`config.mk`:
```
export PLATFORM = sky130hd
export DESIGN_NAME = board_rle_encoder_flat
export DESIGN_NICKNAME = d
export VERILOG_FILES = /design/src/rtl/board_rle_encoder_if.sv /design/src/rtl/board_rle_encoder.sv /design/src/flat_wrapper.sv
export SDC_FILE = /design/constraint.sdc
export NUM_CORES = 1
export LEC_CHECK = 0
export CAP_MARGIN = 0
export CORE_MARGIN = 3
export CORE_UTILIZATION = 25
export DETAILED_ROUTE_END_ITERATION = 8
export DONT_BUFFER_PORTS = 1
export PLACE_DENSITY = 0.44
export SLEW_MARGIN = 10
export SYNTH_ARGS = -nofsm -noshare
export SYNTH_HDL_FRONTEND = slang
export SYNTH_SLANG_ARGS = --single-unit
```
`constraint.sdc`:
```
create_clock -name HDMI_CLK -period 3.1 [get_ports HDMI_CLK]
set_input_delay 0.62 -clock HDMI_CLK [delete_from_list [all_inputs] [get_ports HDMI_CLK]]
set_output_delay 0.62 -clock HDMI_CLK [all_outputs]
set_load 0.02 [all_outputs]
```
`src/rtl/board_rle_encoder_if.sv`:
```
// Cell-stream input and encoded-byte output handshakes of the board RLE encoder.
// master = surrounding video/HPS logic, slave = the encoder.
interface board_rle_encoder_if;
  logic       pix_valid;
  logic       pix_data;
  logic       pix_sof;
  logic       pix_ready;
  logic       out_valid;
  logic [7:0] out_data;
  logic       out_last;
  logic       out_ready;

  modport master (
    output pix_valid, pix_data, pix_sof, out_ready,
    input  pix_ready, out_valid, out_data, out_last
  );

  modport slave (
    input  pix_valid, pix_data, pix_sof, out_ready,
    output pix_ready, out_valid, out_data, out_last
  );
endinterface

```
`src/rtl/board_rle_encoder.sv`:
```
// Packs one frame of Game of Life cells into loader-format run-length bytes:
// bit 7 = cell value, bits 6:0 = run length - 1.
module board_rle_encoder #(
  parameter int unsigned FRAME_PIXELS = 2073600,
  parameter int unsigned CNT_W        = 22
) (
  input  logic                    HDMI_CLK,
  input  logic                    RESET,
  input  logic                    start,
  board_rle_encoder_if.slave      bus,
  output logic                    busy,
  output logic                    done,
  output logic [CNT_W-1:0]        byte_count
);

  localparam logic [CNT_W-1:0] LAST_CELL = CNT_W'(FRAME_PIXELS - 1);

  typedef enum logic [2:0] {StIdle, StWaitSof, StRun, StFlush, StDone} state_e;

  state_e           state_q;
  logic             run_val_q;
  logic [6:0]       run_cnt_q;
  logic [CNT_W-1:0] cell_cnt_q;
  logic             out_valid_q;
  logic [7:0]       out_data_q;
  logic             out_last_q;
  logic             busy_q;
  logic             done_q;
  logic [CNT_W-1:0] byte_count_q;

  logic pix_ready;
  logic pix_xfer;
  logic out_xfer;

  // Only RUN is throttled by the single-entry output register; FLUSH takes no cells.
  always_comb begin
    pix_ready = 1'b1;
    case (state_q)
      StRun:   pix_ready = ~out_valid_q | bus.out_ready;
      StFlush: pix_ready = 1'b0;
      default: pix_ready = 1'b1;
    endcase
  end

  assign pix_xfer = bus.pix_valid & pix_ready;
  assign out_xfer = out_valid_q & bus.out_ready;

  always_ff @(posedge HDMI_CLK or posedge RESET) begin
    if (RESET) begin
      state_q      <= StIdle;
      run_val_q    <= 1'b0;
      run_cnt_q    <= 7'd0;
      cell_cnt_q   <= '0;
      out_valid_q  <= 1'b0;
      out_data_q   <= 8'd0;
      out_last_q   <= 1'b0;
      busy_q       <= 1'b0;
      done_q       <= 1'b0;
      byte_count_q <= '0;
    end else begin
      if (out_xfer) begin
        out_valid_q  <= 1'b0;
        out_last_q   <= 1'b0;
        byte_count_q <= byte_count_q + CNT_W'(1);
      end

      case (state_q)
        StIdle, StDone: begin
          if (start) begin
            state_q      <= StWaitSof;
            busy_q       <= 1'b1;
            done_q       <= 1'b0;
            byte_count_q <= '0;
            cell_cnt_q   <= '0;
            run_val_q    <= 1'b0;
            run_cnt_q    <= 7'd0;
          end
        end

        StWaitSof: begin
          if (pix_xfer && bus.pix_sof) begin
            run_val_q  <= bus.pix_data;
            run_cnt_q  <= 7'd0;
            cell_cnt_q <= CNT_W'(1);
            state_q    <= (FRAME_PIXELS == 1) ? StFlush : StRun;
          end
        end

        StRun: begin
          if (pix_xfer) begin
            cell_cnt_q <= cell_cnt_q + CNT_W'(1);
            if (bus.pix_data == run_val_q && run_cnt_q != 7'd127) begin
              run_cnt_q <= run_cnt_q + 7'd1;
            end else begin
              // Overrides the drain above when the previous byte leaves this same cycle.
              out_valid_q <= 1'b1;
              out_data_q  <= {run_val_q, run_cnt_q};
              out_last_q  <= 1'b0;
              run_val_q   <= bus.pix_data;
              run_cnt_q   <= 7'd0;
            end
            if (cell_cnt_q == LAST_CELL) state_q <= StFlush;
          end
        end

        StFlush: begin
          if (out_valid_q && out_last_q) begin
            if (bus.out_ready) begin
              state_q <= StDone;
              busy_q  <= 1'b0;
              done_q  <= 1'b1;
            end
          end else if (!out_valid_q || bus.out_ready) begin
            out_valid_q <= 1'b1;
            out_data_q  <= {run_val_q, run_cnt_q};
            out_last_q  <= 1'b1;
          end
        end

        default: state_q <= StIdle;
      endcase
    end
  end

  assign bus.pix_ready = pix_ready;
  assign bus.out_valid = out_valid_q;
  assign bus.out_data  = out_data_q;
  assign bus.out_last  = out_last_q;
  assign busy          = busy_q;
  assign done          = done_q;
  assign byte_count    = byte_count_q;

endmodule

```
`src/flat_wrapper.sv`:
```
// flat-port wrapper written by rule: the top's interface ports become plain ports
module board_rle_encoder_flat 
#(
  parameter int unsigned FRAME_PIXELS = 2073600,
  parameter int unsigned CNT_W        = 22
)
  (HDMI_CLK, RESET, start, busy, done, byte_count, bus_pix_valid, bus_pix_data, bus_pix_sof, bus_out_ready, bus_pix_ready, bus_out_valid, bus_out_data, bus_out_last);
  board_rle_encoder_if bus_i ();
  input  logic HDMI_CLK;
  input  logic RESET;
  input  logic start;
  output logic busy;
  output logic done;
  output logic [CNT_W-1:0] byte_count;
  input wire logic [$bits(bus_i.pix_valid)-1:0] bus_pix_valid;
  input wire logic [$bits(bus_i.pix_data)-1:0] bus_pix_data;
  input wire logic [$bits(bus_i.pix_sof)-1:0] bus_pix_sof;
  input wire logic [$bits(bus_i.out_ready)-1:0] bus_out_ready;
  output wire logic [$bits(bus_i.pix_ready)-1:0] bus_pix_ready;
  output wire logic [$bits(bus_i.out_valid)-1:0] bus_out_valid;
  output wire logic [$bits(bus_i.out_data)-1:0] bus_out_data;
  output wire logic [$bits(bus_i.out_last)-1:0] bus_out_last;
  assign bus_i.pix_valid = bus_pix_valid;
  assign bus_i.pix_data = bus_pix_data;
  assign bus_i.pix_sof = bus_pix_sof;
  assign bus_i.out_ready = bus_out_ready;
  assign bus_pix_ready = bus_i.pix_ready;
  assign bus_out_valid = bus_i.out_valid;
  assign bus_out_data = bus_i.out_data;
  assign bus_out_last = bus_i.out_last;
  board_rle_encoder #(.FRAME_PIXELS(FRAME_PIXELS), .CNT_W(CNT_W)) u_core (.HDMI_CLK(HDMI_CLK), .RESET(RESET), .start(start), .bus(bus_i), .busy(busy), .done(done), .byte_count(byte_count));
endmodule
```
==> results of run 1 <==
## worst max-delay path, delay by kind of cell (launching register included)
family	cells	cell delay (ns)
compound gates	3	0.82
buf+inv	1	0.27
flops	1	0.51
simple gates	2	0.71
## power by group
part           switching (uW)  internal [uW]
Sequential                203            963
Combinational             524            332
Clock                     366            722
## kinds of logic after synthesis
kind of cell               share of synthesized area, %
adders and majority gates                         1.078
buffers and inverters                             3.271
AOI/OAI and AO/OA                                 14.52
muxes                                             2.588
DFF                                               48.17
and+or+nand+nor                                   24.84
xor gates and xnor gates                          5.536
## Yosys cell counts, drive strengths merged, types with 2 or more instances
library cell  count
inv               9
and3              6
or3               8
and2              3
or2               4
a31oi             3
nor2b             5
nor4              5
a21oi            17
o41ai             4
nand3            20
buf               7
o211ai            2
dfrtp            67
nor3b             3
nand2            35
nor2             44
mux2              8
nand2b            6
o31ai             9
o21ai            37
xor2              9
clkbuf            9
xnor2            13
or4               5
nand4            16
ha                3
nor3              8
## cell type report
type / instances / area [um^2] / area share, %
Clock inverter: 2 / 60.06 / 1.495
Multi-Input combinational cell: 286 / 1690 / 42.09
Sequential cell: 67 / 1677 / 41.74
Inverter: 9 / 33.78 / 0.8411
Timing Repair Buffer: 8 / 85.08 / 2.118
Clock buffer: 13 / 250.2 / 6.231
Tap cell: 176 / 220.2 / 5.483
## stage by stage
stage	instances	total power, uW	hold WS [ns]	util, %	setup slack (ns)
after detailed placement	546	2057	0.5057	27.55	0.6882
after floorplan	378	1815	0.4719	-	0.7968
after CTS	561	3164	0.2802	29.85	0.6781
final	561	3110	0.2628	29.85	0.6913
after global placement	546	2045	0.5006	27.55	0.7946
after global routing	561	3337	0.3077	29.85	0.5146
## state kept, by name, indices dropped and copies added (netlist names)
register and flops:
u_core.bus.out_last 1, u_core.bus.out_data 8, u_core.bus.out_valid 1, u_core.byte_count 22
u_core.run_val_q 1, u_core.done 1, u_core.cell_cnt_q 22, u_core.run_cnt_q 7
u_core.busy 1, u_core.state_q 3
## placed cells by master, fill, tap and decap left out, types with 2 or more instances in the layout
master	count
sky130_fd_sc_hd__a21oi_1	17
sky130_fd_sc_hd__a31oi_1	3
sky130_fd_sc_hd__and2_1	3
sky130_fd_sc_hd__and3_1	6
sky130_fd_sc_hd__buf_12	2
sky130_fd_sc_hd__buf_4	6
sky130_fd_sc_hd__bufinv_16	2
sky130_fd_sc_hd__clkbuf_1	3
sky130_fd_sc_hd__clkbuf_16	9
sky130_fd_sc_hd__dfrtp_1	67
sky130_fd_sc_hd__ha_1	3
sky130_fd_sc_hd__inv_1	8
sky130_fd_sc_hd__mux2_2	8
sky130_fd_sc_hd__nand2_1	35
sky130_fd_sc_hd__nand2b_1	6
sky130_fd_sc_hd__nand3_1	20
sky130_fd_sc_hd__nand4_1	15
sky130_fd_sc_hd__nor2_1	44
sky130_fd_sc_hd__nor2b_1	5
sky130_fd_sc_hd__nor3_1	8
sky130_fd_sc_hd__nor3b_1	3
sky130_fd_sc_hd__nor4_1	5
sky130_fd_sc_hd__o21ai_0	36
sky130_fd_sc_hd__o31ai_1	9
sky130_fd_sc_hd__o41ai_1	4
sky130_fd_sc_hd__or2_2	4
sky130_fd_sc_hd__or3_1	7
sky130_fd_sc_hd__or4_1	5
sky130_fd_sc_hd__xnor2_1	13
sky130_fd_sc_hd__xor2_1	9
## final timing paths
check	start	to	slack, ns
worst max-delay path	u_core.bus.out_valid	u_core.cell_cnt_q[19]	0.69
worst min-delay path	RESET	u_core.bus.out_data[0]	0.26
worst max register to register	u_core.bus.out_valid	u_core.cell_cnt_q[19]	0.69
worst min register to register	u_core.cell_cnt_q[1]	u_core.cell_cnt_q[1]	0.52
max in group asynchronous	RESET	u_core.byte_count[18]	2.21
min in group HDMI_CLK	bus_pix_data	u_core.run_val_q	0.46
## per-layer routing
layer,up-vias,share of wire (%)
met5,-,0
met4,0,1.5
met3,11,6.8
met2,58,44
met1,1357,48
li1,1374,-
==> summary.md, run 1 <==
| Metric | Value |
|---|---|
| Reported leakage power | about 0.0016 uW |
| Global Route met1 Usage | between 10% and 20% |
| Drt pass-1 iters | 7 |
| Initial core utilization | between 20 and 30% |
| Proportion of netlist area held by the largest area contributor | about 48% |
| Final Net Count | 391 |
| Fraction of layout cells with a size suffix above 1 | under 10% |
| Post-place instance area | roughly 3700 um^2 |
| Synth unique cells | 47 |
| Vias per cell | roughly 5.0 |
| Pwr/cell area | 774.4 nW/um^2 |
| GRT Overall Usage | between 10% and 20% |
| Hold violation count in the final report | 0 |
| HPWL after detailed placement | 5924 um |
| Number of port buffers | 0 |
| Predominant post-synthesis flop cell | sky130_fd_sc_hd__dfrtp_1 |
| Maximum number of pins on one net before global-route repair | 39 |
| Clock tree skew after final layout | around 0.0086 ns |
| CP max-delay cell | sky130_fd_sc_hd__dfrtp_1 |
| Clock period minus final worst setup slack | between 2 and 2.5 ns |
| Number of antenna repair diodes | 0 |
| Maximum VDD drop | 0.0003632 V |
| Signal arrival time at the worst endpoint | ~2.7 ns |
| Number of pins with negative max-slew slack in the final report | 0 |
| Wire length of the first global-routing pass | 14150 um |
| Total CTS buffers | 9 |
| Sequential-to-total area share from yosys stat | about half |
| Cell accounting for the most synthesized area | sky130_fd_sc_hd__dfrtp_1 |
| Final clock period utilization by the worst path | around 80% |
| Global-route congestion overflow total | 0 |
| RSZ-0062 raised after global routing | false |
| WL per Instance | 15.18 um |
| Share of flip-flops with an asynchronous set or reset | 100.0% |
| Length in cells of the worst reg-to-reg path | 6 |
| Post-synth EDFFs | 0 |
| Critical-path cell list | nor2b_1 -> o21ai_1 -> o211ai_2 -> buf_12 -> or4_1 -> a21oi_1 |
| Worst slew pin tran | ~0.67 ns |
| Post-synthesis average cell area | between 9 and 10 um^2 |
| Post-cts gate resize count | 0 |
| Vias after detailed routing | between 2000 and 3000 |
| Outcome | finished, final reports clean |
| Filler cell count | around 1500 |
| Die footprint | around 15000 um^2 |
| Post-CTS setup buffer count | 0 |
| Number of DRC markers after the initial detailed-route iteration | between 150 and 200 |
| Maximum root-to-sink buffer count | 2 |
| Kind of start point of the critical path | flop |
| Max incr delay on CP | just over 0.5 ns |
| Layer with the highest usage | met1 |
| Met3 track demand over resource | under 10% |
| Total of max-cap violations | 0 |
| Met2 layer usage reported by global route | about 17% |
| Area growth, synth to finish | 15.38% |
| Total DRC errors in the routed layout | 0 |
| Total non-filler cell area in the finished layout | around 4000 um^2 |
| Required time at the endpoint of the critical path | approximately 3.4 ns |
| Net count after synthesis | between 300 and 400 |
| # rows | 42 |
| Critical Path Fanout Max | 30 |
| Headroom to the max-slew limit | between 50% and 60% |
| Post-route ant nets | 0 |
| Clk pin slew, worst setup/hold paths | roughly 0.05 ns |
| CTS tree | done |
| Total core area | roughly 13000 um^2 |
| Routed Wire Length | around 8500 um |
| Number of antenna violations at the first check in global routing | 0 |
| Setup crit end kind | flop |
| Number of instances in the synthesized netlist | roughly 380 |
| Global placement routability congestion | between 0.8 and 0.9 |
| Buffer type at the clock tree root | sky130_fd_sc_hd__clkbuf_16 |
| Class of the tightest hold or removal check | in -> async |
| Post-CTS Hold Fix Bufs | 0 |
| Top cells by area, synth | sky130_fd_sc_hd__dfrtp_1, sky130_fd_sc_hd__o21ai_0, sky130_fd_sc_hd__nor2_1, sky130_fd_sc_hd__nand2_1, sky130_fd_sc_hd__xnor2_1 |
| Clock latency reported for the late side of the worst-skew pair | about 0.33 ns |
| Chip height | about 120 um |
| Flip-flop and latch count after synthesis | 67 |
| CP Class | reg -> reg |
| Sink count of the clock tree | 67 |
| Post-synthesis cell area | ~3500 um^2 |
| Number of warnings reported in the yosys synthesis log | 0 |
| Die extent in x | 124.0 um |
| Number of global-route vias before repair | between 2000 and 3000 |
| Maximum achievable frequency | 415.2 MHz |
| Setup TNS Final | 0 ns |
| Final setup fails | 0 |
| Ports | 42 |
| Total number of H-tree levels | 3 |
Note: power is estimated with default switching activity, not from simulation.
==> run 2, diff against run 1 <==
--- a/config.mk
+++ b/config.mk
@@ -10,7 +10,7 @@
 export CORE_UTILIZATION = 25
 export DETAILED_ROUTE_END_ITERATION = 8
 export DONT_BUFFER_PORTS = 1
-export PLACE_DENSITY = 0.44
+export PLACE_DENSITY = 0.46
 export SLEW_MARGIN = 10
 export SYNTH_ARGS = -nofsm -noshare
 export SYNTH_HDL_FRONTEND = slang
==> constraint.sdc (replaced) <==
create_clock -name HDMI_CLK -period 2.1 [get_ports HDMI_CLK]
set_input_delay 0.42 -clock HDMI_CLK [delete_from_list [all_inputs] [get_ports HDMI_CLK]]
set_output_delay 0.42 -clock HDMI_CLK [all_outputs]
set_load 0.02 [all_outputs]
==> run 2 against run 1 <==
  * Cell count grew 5.9%
  * Global-route usage shrank 0.40 points
  * Die area unchanged
  * First-iteration DRC count shrank 10%
  * Critical endpoint is now bus_pix_ready
==> summary.md, run 2 (synthesis results as in run 1) <==
| Metric | Value |
|---|---|
| Critical Path Fanout Max | 8 (-73%) |
| GRT Overall Usage | 11.59% (-0.40 points) |
| # rows | 42 (unchanged) |
| Die footprint | 15370 um^2 (unchanged) |
| Final clock period utilization by the worst path | a little over nine tenths |
| Number of DRC markers after the initial detailed-route iteration | 139 (-10%) |
| NetSw | 1675 uW (+53%) |
| Buffer type at the clock tree root | sky130_fd_sc_hd__clkbuf_16 |
| CP Class | reg -> out |
| Fraction of layout cells with a size suffix above 1 | 18.42% (+8.8 points) |
| Maximum achievable frequency | about 510 MHz |
| Total number of H-tree levels | 3 (unchanged) |
| Clk pin slew, worst setup/hold paths | 0.05 ns (about the same) |
| Die extent in x | 124.0 um (unchanged) |
| Hold violation count in the final report | 0 (unchanged) |
| CTS tree | done |
| Maximum VDD drop | 0.0006626 V (+82%) |
| Wire length of the first global-routing pass | 14180 um (+0.20%) |
| Routed Wire Length | 8520 um (about the same) |
| Post-place instance area | 3950 um^2 (+6.6%) |
| Chip height | 124.0 um (unchanged) |
| Area of the multi-input gates | 1717 um^2 (+1.6%) |
| Number of antenna violations at the first check in global routing | 0 (unchanged) |
| Area growth, synth to finish | 23.72% |
| Global placement routability congestion | 0.8068 (-0.99%) |
| Maximum number of pins on one net before global-route repair | 31 (-21%) |
| Reported leakage power | 0.001813 uW (+10%) |
| Proportion of power drawn by combinational gates | 33.5% (+6.0 points) |
| Vias after detailed routing | 2910 (+3.9%) |
| Design Power | 4870 uW (+57%) |
| Setup crit end kind | primary output |
| Clock share of power | 33.8% (-1.2 points) |
| Number of global-route vias before repair | 2757 (+4.8%) |
| Post-route ant nets | 0 (unchanged) |
| Number of port buffers | 0 (unchanged) |
| Signal arrival time at the worst endpoint | 1.55 ns (-1.11 ns) |
| Worst slew pin tran | 0.5220 ns (-0.1470 ns) |
| Sequential fraction of design power | 32.7% (-4.8 points) |
| Vias per cell | 4.899 (-1.8%) |
| Final setup fails | 0 (unchanged) |
| Required time at the endpoint of the critical path | 1.68 ns (-1.67 ns) |
| Post-CTS setup buffer count | 0 (unchanged) |
| Total of max-cap violations | 0 (unchanged) |
| Most common cell after layout, fill and taps aside | sky130_fd_sc_hd__dfrtp_1 |
| Pwr/cell area | 1131 nW/um^2 (+46%) |
| Number of pins with negative max-slew slack in the final report | 0 (unchanged) |
| Sink count of the clock tree | 67 (unchanged) |
| Commonest non-fill, non-tap cells in the layout | sky130_fd_sc_hd__dfrtp_1, sky130_fd_sc_hd__nor2_1, sky130_fd_sc_hd__buf_4 |
| Total DRC errors in the routed layout | 0 (unchanged) |
| Drt pass-1 iters | 6 (-1) |
| Total CTS buffers | 9 (unchanged) |
| Clock period minus final worst setup slack | a little under 2 ns |
| Util after Layout | 32.01% (+2.2 points) |
| Internal Dissipation | 3195 uW (+58%) |
| WL per Instance | 14.34 um (-5.5%) |
| HPWL after detailed placement | 6136 um (+3.6%) |
| Final Net Count | 423 (+8.2%) |
| Final setup margin | 0.1255 ns (-0.5658 ns) |
| RSZ-0062 raised after global routing | true |
| Outcome | finished, final reports clean |
| Class of the tightest hold or removal check | in -> async |
| Setup WS pre-CTS | 0.1119 ns (-0.5762 ns) |
| Sw Share | 34.39% (-0.75 points) |
| Initial core utilization | 25.87% (unchanged) |
| Sequential cell area | 1678 um^2 (about the same) |
| Total non-filler cell area in the finished layout | 4307 um^2 (+7.2%) |
| Headroom to the max-slew limit | 65.12% (+9.8 points) |
| Filler cell count | 1454 (-2.2%) |
| Total core area | 13450 um^2 (unchanged) |
| Kind of start point of the critical path | flop |
| Maximum root-to-sink buffer count | 2 (unchanged) |
| Setup TNS Final | 0 ns (unchanged) |
| Number of antenna repair diodes | 0 (unchanged) |
| Clock latency reported for the late side of the worst-skew pair | 0.32 ns (about the same) |
| Ports | 42 (unchanged) |
| Global-route congestion overflow total | 0 (unchanged) |
| Clock tree skew after final layout | 0.006706 ns (-0.001913 ns) |
-- run 2: final timing paths --
kind | start | endpoint | slack [ns] | cells past startpoint
worst max-delay path | u_core.state_q[1] | bus_pix_ready | 0.13 | 5
worst min-delay path | RESET | u_core.cell_cnt_q[18] | 0.008 | 1
worst max register to register | u_core.cell_cnt_q[6] | u_core.cell_cnt_q[15] | 0.14 | 5
worst min register to register | u_core.cell_cnt_q[1] | u_core.cell_cnt_q[1] | 0.52 | 2
max in group asynchronous | RESET | u_core.cell_cnt_q[12] | 1.47 | 2
min in group HDMI_CLK | bus_pix_data | u_core.run_val_q | 0.27 | 2
-- run 2: critical path, stage by stage (launching register included) --
cell                      delay (ns)
sky130_fd_sc_hd__dfrtp_1        0.44
sky130_fd_sc_hd__buf_4          0.19
sky130_fd_sc_hd__nor2b_1        0.18
sky130_fd_sc_hd__buf_4          0.16
sky130_fd_sc_hd__o21ai_0        0.09
sky130_fd_sc_hd__buf_4          0.17
-- run 2: final cells by class --
class / instances / area share, %
Inverter: 9 / 0.8716
Tap cell: 176 / 5.113
Clock buffer: 12 / 5.956
Multi-Input combinational cell: 286 / 39.86
Clock inverter: 4 / 1.685
Timing Repair Buffer: 40 / 7.554
Sequential cell: 67 / 38.96
-- run 2: through the flow --
stage                     instances  hold WS (ns)
after floorplan                 378        0.4719
after global placement          578        0.3570
after detailed placement        578        0.3725
after CTS                       594       0.02047
after global routing            594       0.03592
final                           594      0.008410
-- run 2: repair_timing --
action,CTS,global route
hold buffers,0,0
gates resized for setup,0,7
setup endpoints to repair,0,10
hold endpoints to repair,0,0
-- run 2: power groups by stage --
stage	Sequential (uW)	Combinational, uW	Clock, uW
after global placement	1610	1600	0
final	1590	1630	1640
after CTS	1590	1610	1700
after global routing	1620	1810	1760
after detailed placement	1610	1600	0
after floorplan	1630	1050	0
-- run 2: per-layer routing --
metal / share of wire, % / vias up / global-route usage (%)
met3: 4.8 / 4 / 3.951
met2: 46 / 61 / 17.27
met5: 0 / - / 0
li1: - / 1434 / -
met4: 0.85 / 0 / 2.464
met1: 49 / 1411 / 16.34
==> run 3, diff against run 2 <==
--- a/config.mk
+++ b/config.mk
@@ -11,6 +11,7 @@
 export DETAILED_ROUTE_END_ITERATION = 8
 export DONT_BUFFER_PORTS = 1
 export PLACE_DENSITY = 0.46
+export RECOVER_POWER = 50
 export SLEW_MARGIN = 10
 export SYNTH_ARGS = -nofsm -noshare
 export SYNTH_HDL_FRONTEND = slang
==> run 3 against run 2 <==
  * Maximum frequency rose by 0.23%
  * Routed wire length rose by 0.12%
  * Combinational power barely moved
  * Global-route usage did not move
  * Cell count did not move
  * Total power barely moved
  * Die area did not move
  * Clock-buffer cell count did not move
  * Clock power barely moved
  * Sequential cell count did not move
  * Largest power group unchanged
==> summary.md, run 3 (synthesis results as in run 1) <==
| Metric | Value |
|---|---|
| Length in cells of the worst reg-to-reg path | 5 (unchanged) |
| Total core area | 13450 um^2 (unchanged) |
| RSZ-0062 raised after global routing | true |
| GRT Overall Usage | 11.59% (unchanged) |
| Vias per cell | 4.879 (-0.41%) |
| Clock latency reported for the late side of the worst-skew pair | 0.32 ns (about the same) |
| Clk pin slew, worst setup/hold paths | 0.05 ns (about the same) |
| Number of antenna violations at the first check in global routing | 0 (unchanged) |
| Maximum VDD drop | 0.0006625 V (about the same) |
| Register-to-register setup slack | 0.14 ns (about the same) |
| Buffer type at the clock tree root | sky130_fd_sc_hd__clkbuf_16 |
| Setup crit end kind | primary output |
| Kind of start point of the critical path | flop |
| Hold violation count in the final report | 0 (unchanged) |
| Fraction of layout cells with a size suffix above 1 | 18.18% (-0.24 points) |
| Total CTS buffers | 9 (unchanged) |
| Final clock period utilization by the worst path | 93.81% (-0.22 points) |
| Most common cell after layout, fill and taps aside | sky130_fd_sc_hd__dfrtp_1 |
| Outcome | finished, final reports clean |
| HPWL after detailed placement | 6136 um (unchanged) |
| Worst r2r dst | u_core.cell_cnt_q[15] |
| Most prevalent standard cell on the critical path | sky130_fd_sc_hd__buf_4 |
| Sink count of the clock tree | 67 (unchanged) |
| Clock tree skew after final layout | 0.006276 ns (-0.0004299 ns) |
| CP max-delay cell | sky130_fd_sc_hd__dfrtp_1 |
| Global placement routability congestion | 0.8068 (unchanged) |
| Worst slew pin tran | 1.063 ns (+0.5412 ns) |
| CP Class | reg -> out |
| Crit Reg-Reg Startpoint | u_core.cell_cnt_q[6] |
| Commonest non-fill, non-tap cells in the layout | sky130_fd_sc_hd__dfrtp_1, sky130_fd_sc_hd__nor2_1, sky130_fd_sc_hd__buf_4 |
| Number of pins with negative max-slew slack in the final report | 0 (unchanged) |
| Max incr delay on CP | 0.43 ns (about the same) |
| Chip height | 124.0 um (unchanged) |
| Reported leakage power | 0.001805 uW (-0.49%) |
| Wire length of the first global-routing pass | 14180 um (unchanged) |
| Dpl cells | 578 (unchanged) |
| Util after Layout | 31.85% (-0.16 points) |
| Post-route ant nets | 0 (unchanged) |
| Total number of H-tree levels | 3 (unchanged) |
| Initial core utilization | 25.87% (unchanged) |
| Class of the tightest hold or removal check | in -> async |
| Drt pass-1 iters | 6 (unchanged) |
| Area growth, synth to finish | 23.11% |
| Maximum number of pins on one net before global-route repair | 31 (unchanged) |
| Vias after detailed routing | 2898 (-0.41%) |
| Die extent in x | 124.0 um (unchanged) |
| Maximum root-to-sink buffer count | 2 (unchanged) |
| Total of max-cap violations | 0 (unchanged) |
| Number of antenna repair diodes | 0 (unchanged) |
| Maximum achievable frequency | 507.6 MHz (+0.23%) |
| Pwr/cell area | 1136 nW/um^2 (+0.41%) |
| WL per Instance | 14.36 um (+0.12%) |
| Critical-path cell list | buf_4 -> nor2b_1 -> buf_4 -> o21ai_0 -> buf_4 |
| Number of port buffers | 0 (unchanged) |
| Required time at the endpoint of the critical path | 1.68 ns (about the same) |
| Ports | 42 (unchanged) |
| Die footprint | 15370 um^2 (unchanged) |
| Final Net Count | 423 (unchanged) |
| Critical Path Fanout Max | 8 (unchanged) |
| Headroom to the max-slew limit | 29.12% (-36 points) |
| Number of global-route vias before repair | 2757 (unchanged) |
| # rows | 42 (unchanged) |
| Clock period minus final worst setup slack | 1.970 ns (-0.004561 ns) |
| Routed Wire Length | 8530 um (+0.12%) |
| Global-route congestion overflow total | 0 (unchanged) |
| Final Instance Count excl. Fillers | 594 (unchanged) |
| Number of DRC markers after the initial detailed-route iteration | 148 (+6.5%) |
| Total DRC errors in the routed layout | 0 (unchanged) |
| CTS tree | done |
| Final setup fails | 0 (unchanged) |
| Signal arrival time at the worst endpoint | 1.55 ns (about the same) |
| Post-CTS Hold Fix Bufs | 0 (unchanged) |
run 3: worst max path at each step:
stage	from	cells after the start	to	slack, ns
after floorplan	u_core.state_q[0]	5	u_core.bus.out_data[1]	0.22
after global placement	u_core.state_q[2]	5	u_core.state_q[0]	0.14
after detailed placement	u_core.state_q[2]	5	u_core.state_q[0]	0.11
after CTS	u_core.state_q[2]	5	u_core.state_q[0]	0.11
after global routing	u_core.cell_cnt_q[1]	6	u_core.cell_cnt_q[14]	-0.01
final	u_core.state_q[1]	5	bus_pix_ready	0.13
run 3: per-layer routing:
layer | up-vias | wire [um] | global-route usage, %
li1 | 1432 | - | -
met1 | 1414 | 4139 | 16.34
met2 | 48 | 3914 | 17.27
met3 | 4 | 405 | 3.951
met4 | 0 | 72 | 2.464
met5 | - | 0 | 0
run 3: area by class of cell:
class                      count  area (um^2)
sequential                    67         1678
inverter                       9        35.03
fill                        1458         9168
tap                          176        220.2
timing repair buffer          40        306.5
clock buffer                  12        256.5
clock inverter                 4        72.57
multi-input combinational    286         1717
run 3: power by group:
group	internal (uW)	switching [uW]	leakage [uW]
Combinational	666	962	0.000729
Sequential	1420	168	0.000916
Clock	1100	544	0.000159
Total	3190	1670	0.00180
run 3: critical path, delay by kind of cell, from the launching register on:
| family | cells | cell delay (ns) |
|---|---|---|
| flip-flops | 1 | 0.43 |
| AND/OR/NAND/NOR | 1 | 0.18 |
| AO/OA/AOI/OAI | 1 | 0.09 |
| buffers and inverters | 3 | 0.51 |
run 3: metrics by stage:
step | TNS, ns | instance area (um^2) | total power, uW | worst slack, ns | hold slack, ns
floorplan | 0 | 3485 | 2679 | 0.2205 | 0.4719
global placement | 0 | 3950 | 3209 | 0.1423 | 0.3570
detailed placement | 0 | 3950 | 3217 | 0.1119 | 0.3725
CTS | 0 | 4279 | 4895 | 0.1072 | 0.02047
global route | -0.01128 | 4285 | 5174 | -0.01128 | 0.2255
finish | 0 | 4285 | 4866 | 0.1301 | 0.1511
run 3: timing repair:
action,4_1_cts,5_1_grt
setup endpoints to repair,0,10
buffers inserted,0,0
gates resized for setup,0,7
